===== src/rtl/comparison_pkg.sv =====
// comparison_pkg: predicate and FSM state encodings shared by the sequential comparator, ID decoder and bench
package comparison_pkg;
  typedef enum logic [2:0] {
    CMP_EQ  = 3'd0,
    CMP_NE  = 3'd1,
    CMP_LTU = 3'd2,
    CMP_LT  = 3'd3,
    CMP_GTU = 3'd4,
    CMP_GT  = 3'd5
  } cmp_op_e;
  typedef enum logic [1:0] {
    IDLE = 2'd0,
    CMP  = 2'd1,
    DONE = 2'd2
  } state_e;
endpackage


===== src/rtl/seq_comparison_unit_if.sv =====
// seq_comparison_unit_if: operand/result valid-ready bundle of the sequential comparator
interface seq_comparison_unit_if #(parameter int WIDTH = 32);
  logic             valid_i;
  logic             ready_o;
  logic [WIDTH-1:0] a;
  logic [WIDTH-1:0] b;
  logic [2:0]       sel;
  logic             valid_o;
  logic             ready_i;
  logic             flag;
  modport master (output valid_i, a, b, sel, ready_i, input ready_o, valid_o, flag);
  modport slave  (input valid_i, a, b, sel, ready_i, output ready_o, valid_o, flag);
endinterface


===== src/rtl/chunk_compare.sv =====
// chunk_compare: combinational CHUNK-bit unsigned equal / greater-than compare
module chunk_compare #(parameter int CHUNK = 8) (
  input  logic [CHUNK-1:0] a,
  input  logic [CHUNK-1:0] b,
  output logic             eq,
  output logic             gt
);
  assign eq = a == b;
  assign gt = a > b;
endmodule


===== src/rtl/seq_comparison_unit.sv =====
// seq_comparison_unit: MSB-first multi-cycle branch comparator, CHUNK bits per cycle.
// Define SEQ_CMP_EARLY_EXIT_EN to leave CMP at the first differing chunk.
module seq_comparison_unit
  import comparison_pkg::*;
#(
  parameter int WIDTH = 32,
  parameter int CHUNK = 8
) (
  input logic                clk,
  input logic                rst_n,
  seq_comparison_unit_if.slave bus
);
  localparam int NCHUNK = WIDTH / CHUNK;
  localparam int CW = $clog2(NCHUNK) + 1;
`ifdef SEQ_CMP_EARLY_EXIT_EN
  localparam logic EARLY = 1'b1;
`else
  localparam logic EARLY = 1'b0;
`endif
  state_e           state_q, state_d;
  logic [WIDTH-1:0] a_q, a_d, b_q, b_d;
  logic [2:0]       sel_q, sel_d;
  logic [CW-1:0]    cnt_q, cnt_d;
  logic             eq_q, eq_d, gt_q, gt_d, alive_q;
  logic             c_eq, c_gt, accept, last, sgn, res;
  chunk_compare #(.CHUNK(CHUNK)) u_cmp (
    .a  (a_q[WIDTH-1 -: CHUNK]),
    .b  (b_q[WIDTH-1 -: CHUNK]),
    .eq (c_eq),
    .gt (c_gt)
  );
  assign accept = bus.valid_i && bus.ready_o;
  assign last   = cnt_q == CW'(NCHUNK - 1) || (EARLY && !c_eq);
  // flipping the sign bit maps two's-complement order onto unsigned order
  assign sgn    = bus.sel == CMP_LT || bus.sel == CMP_GT;
  always_ff @(posedge clk) begin
    if (!rst_n) state_q <= IDLE;
    else        state_q <= state_d;
  end
  always_comb begin
    state_d = state_q;
    case (state_q)
      IDLE:    state_d = accept ? CMP : IDLE;
      CMP:     state_d = last ? DONE : CMP;
      default: state_d = bus.ready_i ? IDLE : DONE;
    endcase
  end
  always_comb begin
    a_d   = a_q;
    b_d   = b_q;
    sel_d = sel_q;
    cnt_d = cnt_q;
    eq_d  = eq_q;
    gt_d  = gt_q;
    if (accept) begin
      a_d   = bus.a ^ {sgn, {(WIDTH-1){1'b0}}};
      b_d   = bus.b ^ {sgn, {(WIDTH-1){1'b0}}};
      sel_d = bus.sel;
      cnt_d = '0;
      eq_d  = 1'b1;
      gt_d  = 1'b0;
    end else if (state_q == CMP) begin
      a_d   = a_q << CHUNK;
      b_d   = b_q << CHUNK;
      cnt_d = cnt_q + 1'b1;
      if (eq_q && !c_eq) begin
        eq_d = 1'b0;
        gt_d = c_gt;
      end
    end
  end
  always_ff @(posedge clk) begin
    if (!rst_n) begin
      a_q     <= '0;
      b_q     <= '0;
      sel_q   <= '0;
      cnt_q   <= '0;
      eq_q    <= 1'b0;
      gt_q    <= 1'b0;
      alive_q <= 1'b0;
    end else begin
      a_q     <= a_d;
      b_q     <= b_d;
      sel_q   <= sel_d;
      cnt_q   <= cnt_d;
      eq_q    <= eq_d;
      gt_q    <= gt_d;
      alive_q <= 1'b1;
    end
  end
  always_comb begin
    res = sel_q == CMP_EQ ? eq_q :
          sel_q == CMP_NE ? !eq_q :
          (sel_q == CMP_LTU || sel_q == CMP_LT) ? (!eq_q && !gt_q) :
          (sel_q == CMP_GTU || sel_q == CMP_GT) ? (!eq_q && gt_q) : 1'b0;
    bus.ready_o = alive_q && rst_n && state_q == IDLE;
    bus.valid_o = state_q == DONE;
    bus.flag    = state_q == DONE && res;
  end
endmodule


===== src/flat_wrapper.sv =====
// flat-port wrapper written by rule: the top's interface ports become plain ports
module seq_comparison_unit_flat import comparison_pkg::*;
#(
  parameter int WIDTH = 32,
  parameter int CHUNK = 8
)
  (clk, rst_n, bus_valid_i, bus_a, bus_b, bus_sel, bus_ready_i, bus_ready_o, bus_valid_o, bus_flag);
  seq_comparison_unit_if #(.WIDTH(WIDTH)) bus_i ();
  input logic clk;
  input logic rst_n;
  input wire logic [$bits(bus_i.valid_i)-1:0] bus_valid_i;
  input wire logic [$bits(bus_i.a)-1:0] bus_a;
  input wire logic [$bits(bus_i.b)-1:0] bus_b;
  input wire logic [$bits(bus_i.sel)-1:0] bus_sel;
  input wire logic [$bits(bus_i.ready_i)-1:0] bus_ready_i;
  output wire logic [$bits(bus_i.ready_o)-1:0] bus_ready_o;
  output wire logic [$bits(bus_i.valid_o)-1:0] bus_valid_o;
  output wire logic [$bits(bus_i.flag)-1:0] bus_flag;
  assign bus_i.valid_i = bus_valid_i;
  assign bus_i.a = bus_a;
  assign bus_i.b = bus_b;
  assign bus_i.sel = bus_sel;
  assign bus_i.ready_i = bus_ready_i;
  assign bus_ready_o = bus_i.ready_o;
  assign bus_valid_o = bus_i.valid_o;
  assign bus_flag = bus_i.flag;
  seq_comparison_unit #(.WIDTH(WIDTH), .CHUNK(CHUNK)) u_core (.clk(clk), .rst_n(rst_n), .bus(bus_i));
endmodule

===== config.mk =====
export PLATFORM = sky130hd
export DESIGN_NAME = seq_comparison_unit_flat
export DESIGN_NICKNAME = d
export VERILOG_FILES = /design/src/rtl/comparison_pkg.sv /design/src/rtl/seq_comparison_unit_if.sv /design/src/rtl/chunk_compare.sv /design/src/rtl/seq_comparison_unit.sv /design/src/flat_wrapper.sv
export SDC_FILE = /design/constraint.sdc
export NUM_CORES = 1
export LEC_CHECK = 0
export ABC_CLOCK_PERIOD_IN_PS = 1700
export CELL_PAD_IN_SITES_DETAIL_PLACEMENT = 2
export CELL_PAD_IN_SITES_GLOBAL_PLACEMENT = 2
export CORE_ASPECT_RATIO = 1.2
export CORE_UTILIZATION = 30
export DETAILED_ROUTE_END_ITERATION = 16
export GPL_TIMING_DRIVEN = 1
export PLACE_DENSITY_LB_ADDON = 0.1
export SLEW_MARGIN = 25
export SYNTH_ARGS = -nofsm -noshare
export SYNTH_HDL_FRONTEND = slang
export SYNTH_HIERARCHICAL = 1
export SYNTH_SLANG_ARGS = --single-unit

===== constraint.sdc =====
create_clock -name clk -period 1.7 [get_ports clk]
set_input_delay 0.17 -clock clk [delete_from_list [all_inputs] [get_ports clk]]
set_output_delay 0.17 -clock clk [all_outputs]
set_load 0.005 [all_outputs]

# After elaboration in Yosys (flattened, before gate mapping)

Index checks and enable logic that the tools add are counted.

Flip-flop bits (word level): 75
Input bits: 71
Output and inout port bits: 3
Word-level logic and storage cells: 60

$add $sub $neg: 1
Magnitude comparators: 1
Equal/unequal tests: 11
Mux-type cells: 16
Bitwise operators: 3
Reductions and logical operators: 20

Operators by type and width:

| kind                  | count |
|---|---|
| $mux W32              | 4 |
| $xor A32 B32 Y32      | 2 |
| $eq A3 B2 Y1 const B  | 4 |
| $eq A3 B3 Y1 const B  | 3 |
| $mux W1               | 9 |
| $eq A8 B8 Y1          | 1 |
| $gt A8 B8 Y1          | 1 |
| $logic_and A1 B1 Y1   | 7 |
| $mux W2               | 2 |
| $pmux W2 S2           | 1 |
| $reduce_and A2 Y1     | 2 |
| $reduce_bool A2 Y1    | 2 |
| $add A3 B1 Y3 const B | 1 |
| $eq A3 B1 Y1 const B  | 1 |
| $logic_not A1 Y1      | 3 |
| $logic_not A3 Y1      | 1 |
| $logic_or A1 B1 Y1    | 3 |
| $eq A2 B1 Y1 const B  | 1 |
| $eq A2 B2 Y1 const B  | 1 |
| $logic_not A2 Y1      | 1 |
| $reduce_or A2 Y1      | 1 |
| $not A1 Y1            | 1 |

# Longest topological paths before layout

Depth in word-level cells: 7
Mapped depth: 8
Mapped depth without buffers: 8

# Hierarchy

The synthesis kept the hierarchy.

By module, submodules not included:

| module              | times used | cells each | area an instance (sq um) | sequential area each (sq um) |
|---|---|---|---|---|
| seq_comparison_unit | 1          | 412        | 3354.5                   | 1501.4 |
| chunk_compare       | 1          | 28         | 220.2                    | 0.0 |

# Worst setup path after synthesis

No wires, ideal clock.

Path kind: register to register
Start: reg u_core.b_q[27]
End: reg u_core.gt_q
Setup time: 0.123 ns
Data arrival time: 1.358 ns
Required time: 1.577 ns
Slack: 0.218 ns
Stages on the path, launching flop included: 8
Path buffers: 0
Period minus slack after synthesis: 1.482 ns
Cell sequence: dfxtp_1 inv_1 ha_1 nand4_1 nor2_1 nor4bb_1 mux2i_1 nor2_1

Longest elaborated chain between the ends: 4
Elaborated cells on any way between the ends: 5
Classes of those cells: order compare (1); eq/ne (1); reduce/logical (3)

RTL lines:

| item                               | RTL line                  | RTL |
|---|---|---|
| start, declared                    | seq_comparison_unit.sv:21 | `logic [WIDTH-1:0] a_q, a_d, b_q, b_d;` |
| start signal, assigned             | seq_comparison_unit.sv:75 | `b_q <= '0;` |
| start signal, assigned             | seq_comparison_unit.sv:83 | `b_q <= b_d;` |
| $eq A8 B8 Y1                       | chunk_compare.sv:8        | `assign eq = a == b;` |
| via u_core.c_eq                    | seq_comparison_unit.sv:25 | `logic c_eq, c_gt, accept, last, sgn, res;` |
| $logic_not A1 Y1                   | seq_comparison_unit.sv:66 | `if (eq_q && !c_eq) begin` |
| $logic_and A1 B1 Y1                | seq_comparison_unit.sv:66 |  |
| $reduce_and A2 Y1 (no source line) | -                         |  |
| end signal, assigned               | seq_comparison_unit.sv:87 | `gt_q <= gt_d;` |
| end, declared                      | seq_comparison_unit.sv:24 | `logic eq_q, eq_d, gt_q, gt_d, alive_q;` |

The timed path passes the listed nets, and every way through them passes these cells.
A chain may end at the register's enable or synchronous reset.

# Final worst setup path

Start: reg u_core.state_q[1]
End: reg u_core.b_q[30]

Longest elaborated chain between the ends: 4
Elaborated cells on any way between the ends: 6
Classes of those cells: eq/ne (1); mux (1); reduce/logical (4)

RTL lines:

| item                                                  | RTL line                  | RTL |
|---|---|---|
| start, declared                                       | seq_comparison_unit.sv:20 | `state_e state_q, state_d;` |
| start signal, assigned                                | seq_comparison_unit.sv:38 | `else state_q <= state_d;` |
| $logic_not A2 Y1                                      | seq_comparison_unit.sv:96 | `bus.ready_o = alive_q && rst_n && state_q == IDLE;` |
| $logic_and A1 B1 Y1                                   | seq_comparison_unit.sv:96 |  |
| $logic_and A1 B1 Y1                                   | seq_comparison_unit.sv:32 | `assign accept = bus.valid_i && bus.ready_o;` |
| $mux W32 / $reduce_bool A2 Y1 (equally long branches) | -                         |  |

Parallel ways exist; a longest one is shown, timed or not.

==> metrics <==
routed len/inst=18.9 µm; # setup viols final=0; placed cells=648; skew final=4.15 ps; Post-Route Setup TNS=0 ps; Longest Clk Path Bufs=2; H-tree levels=3; Hold Path Class=input port to flip-flop; flops & latches, synth=75; Reg2Reg Launch Point=u_core/state_q[1]$_SDFF_PN0_; post-synthesis net count=521; core box area=approximately 12000 µm²; WP data arrival=roughly 1800 ps; routed wire length=12.6 mm; Synth area leader=dfxtp_1; CP startpoint=u_core/state_q[1]$_SDFF_PN0_; DP Area=4610 µm²; Async S/R FF share, synth=0; wire length of the first global-routing pass=about 20 mm; initial antenna violation count=0; minimum clock period=around 1700 ps; vias in the first global route=~4000; mapped cell area=3570 µm²; Clock Sinks=75; Initial Utilization=0.309; Die Y=around 120 µm; Hold Startpoint=bus_a[1]; Worst-path clk slew=~60 ps; WHS Path Cells=3; period utilization=0.972; largest net degree at the start of global routing=61; TritonCTS clock tree=built; clock root buffer=clkbuf_16; placement row count=between 40 and 50; fin cells=~670; CP Launch Type=flip-flop; vias per cell=5.42; CTS Buf Count=9; synthesized instance count=440; R2R cell count=5; Pins Over Slew Limit=0; Port-buffer cells=between 70 and 80; leakage=between 1.5 and 2 nW; overall power=4.49 mW; Worst-Margin Slew=332 ps; Critical Path End Type=flip-flop; WS Path Type=flip-flop to flip-flop; Area contributors post-synth=dfxtp_1 42%, a311oi_1 9.6%, nand2_1 9.3%, nor3_1 5.5%, nand3_1 3.8%; design area=5000 µm²; Netlist cell types=38; met3 global-route usage=0.0407; number of max-cap violations=0; 1st-pass router iterations=4; Final ANT Viol Nets=0; Starting DRT DRC Count=136; Worst VDD drop=0.359 mV; drt drc=0; DR vias=3608; Main synth FF type=dfxtp_1; status=finished, final reports clean; Die ar.=12400 µm²; nets@finish=~590; Hold Violations, Final=0; Skew-Pair Late Insertion Delay=~340 ps; tightest hold margin=397 ps; total track usage=0.218; f_max=0.605 GHz; worst endpoint required time=between 1500 and 2000 ps; area share of the largest cell type after synthesis=0.420; Seq/Total Area, Yosys=0.420; critical path fanouts, max=29; synthesis-to-layout area growth=39.8%; commonest non-fill, non-tap cell in the layout=nand2_1; GP Congestion=0.783; Inserted Diodes=0; layout cell share with drive strength beyond 1=0.116; Synth Warn #=6; GR peak layer=met2; GR Util met1=0.270; met2 GRT Util=0.378; synthesized area per cell=between 8 and 9 µm²; Congestion Overflow GR=0; DP Wirelength=~8.6 mm; worst relative slew slack=0.777; Power Density=899 nW/µm²; most frequent cells in the layout=89 x nand2_1, 73 x dfxtp_1, 71 x clkdlybuf4s50_1; Die Wd=about 100 µm; number of synthesized flops with an enable pin=0; Ports=74
-- kinds of logic (layout without fill, tap and decap cells) --
kind of cell               after synthesis  after routing  synth area share
and+or+nand+nor                        180            180             0.231
muxes                                    1              1           0.00280
DFF                                     75             75             0.420
buffers and inverters                   56            125            0.0707
adders and majority gates               10             10            0.0350
AOI/OAI and AO/OA                      116            116             0.236
xor gates and xnor gates                 2              2           0.00490
-- Yosys cell counts (7+ instances only) --
library cell	count
nor2_1	8
nand2_1	89
o211ai_1	16
nand3_1	27
inv_1	10
a22oi_1	7
dfxtp_1	75
buf_2	25
a31oi_1	8
clkbuf_1	18
o21ai_0	8
a311oi_1	39
nor3_1	39
a21oi_1	25
ha_1	10
-- report_power, final --
part           internal [mW]  switching [mW]  leakage [nW]  total [mW]
logic                  0.367           0.343         0.901       0.710
registers               1.84          0.0584         0.612        1.90
clock network           1.15           0.732         0.146        1.88
total                   3.36            1.13          1.66        4.49
-- sequential cells by signal (all words and copies together) (netlist names) --
| signal | flops |
|---|---|
| u_core/a_q | 32 |
| u_core/alive_q | 1 |
| u_core/b_q | 32 |
| u_core/cnt_q | 3 |
| u_core/eq_q | 1 |
| u_core/gt_q | 1 |
| u_core/sel_q | 3 |
| u_core/state_q | 2 |
-- repair_timing --
action / 4_1_cts / 5_1_grt
resized for setup: 7 / 7
setup endpoints to repair: 3 / 2
pin swaps: 1 / 2
hold buffers: 0 / 0
buffers inserted: 1 / 1
-- layout make-up --
class | count | area, µm²
tap | 157 | 196
inverter | 11 | 41.3
multi-input combinational | 309 | 1920
clock inverter | 1 | 5.00
sequential | 75 | 1500
clock buffer | 15 | 288
fill | 1269 | 6570
timing repair buffer | 98 | 1040
-- metrics by stage --
stage / setup slack, ps / utilization
4_1_cts: -0.564 / 0.425
3_5_place_dp: -103 / 0.398
2_1_floorplan: 218 / -
5_1_grt: -33.7 / 0.432
6_report: 47.9 / 0.432
3_3_place_gp: -16.4 / 0.398
-- worst max-delay path, cell delays in order (launching register included) --
cell and delay [ps]:
dfxtp_1 330, buf_12 160, or2_2 410, buf_12 210, nor3_1 280, a311oi_2 110
-- per-layer routing --
metal / vias to the layer above / share of wire
li1: 1740 / -
met1: 1794 / 0.46
met3: 13 / 0.031
met5: - / 0
met4: 0 / 0.018
met2: 61 / 0.49
-- path summary, 6_finish.rpt --
check | end | slack (ps)
hold reg to reg | u_core/b_q[22]$_SDFFE_PN0P_ | 490
setup / recovery | u_core/b_q[30]$_SDFFE_PN0P_ | 50
hold / removal | u_core/a_q[1]$_SDFFE_PN0P_ | 400
setup reg to reg | u_core/b_q[30]$_SDFFE_PN0P_ | 50
No activity file was read; power rests on OpenSTA's default activity.
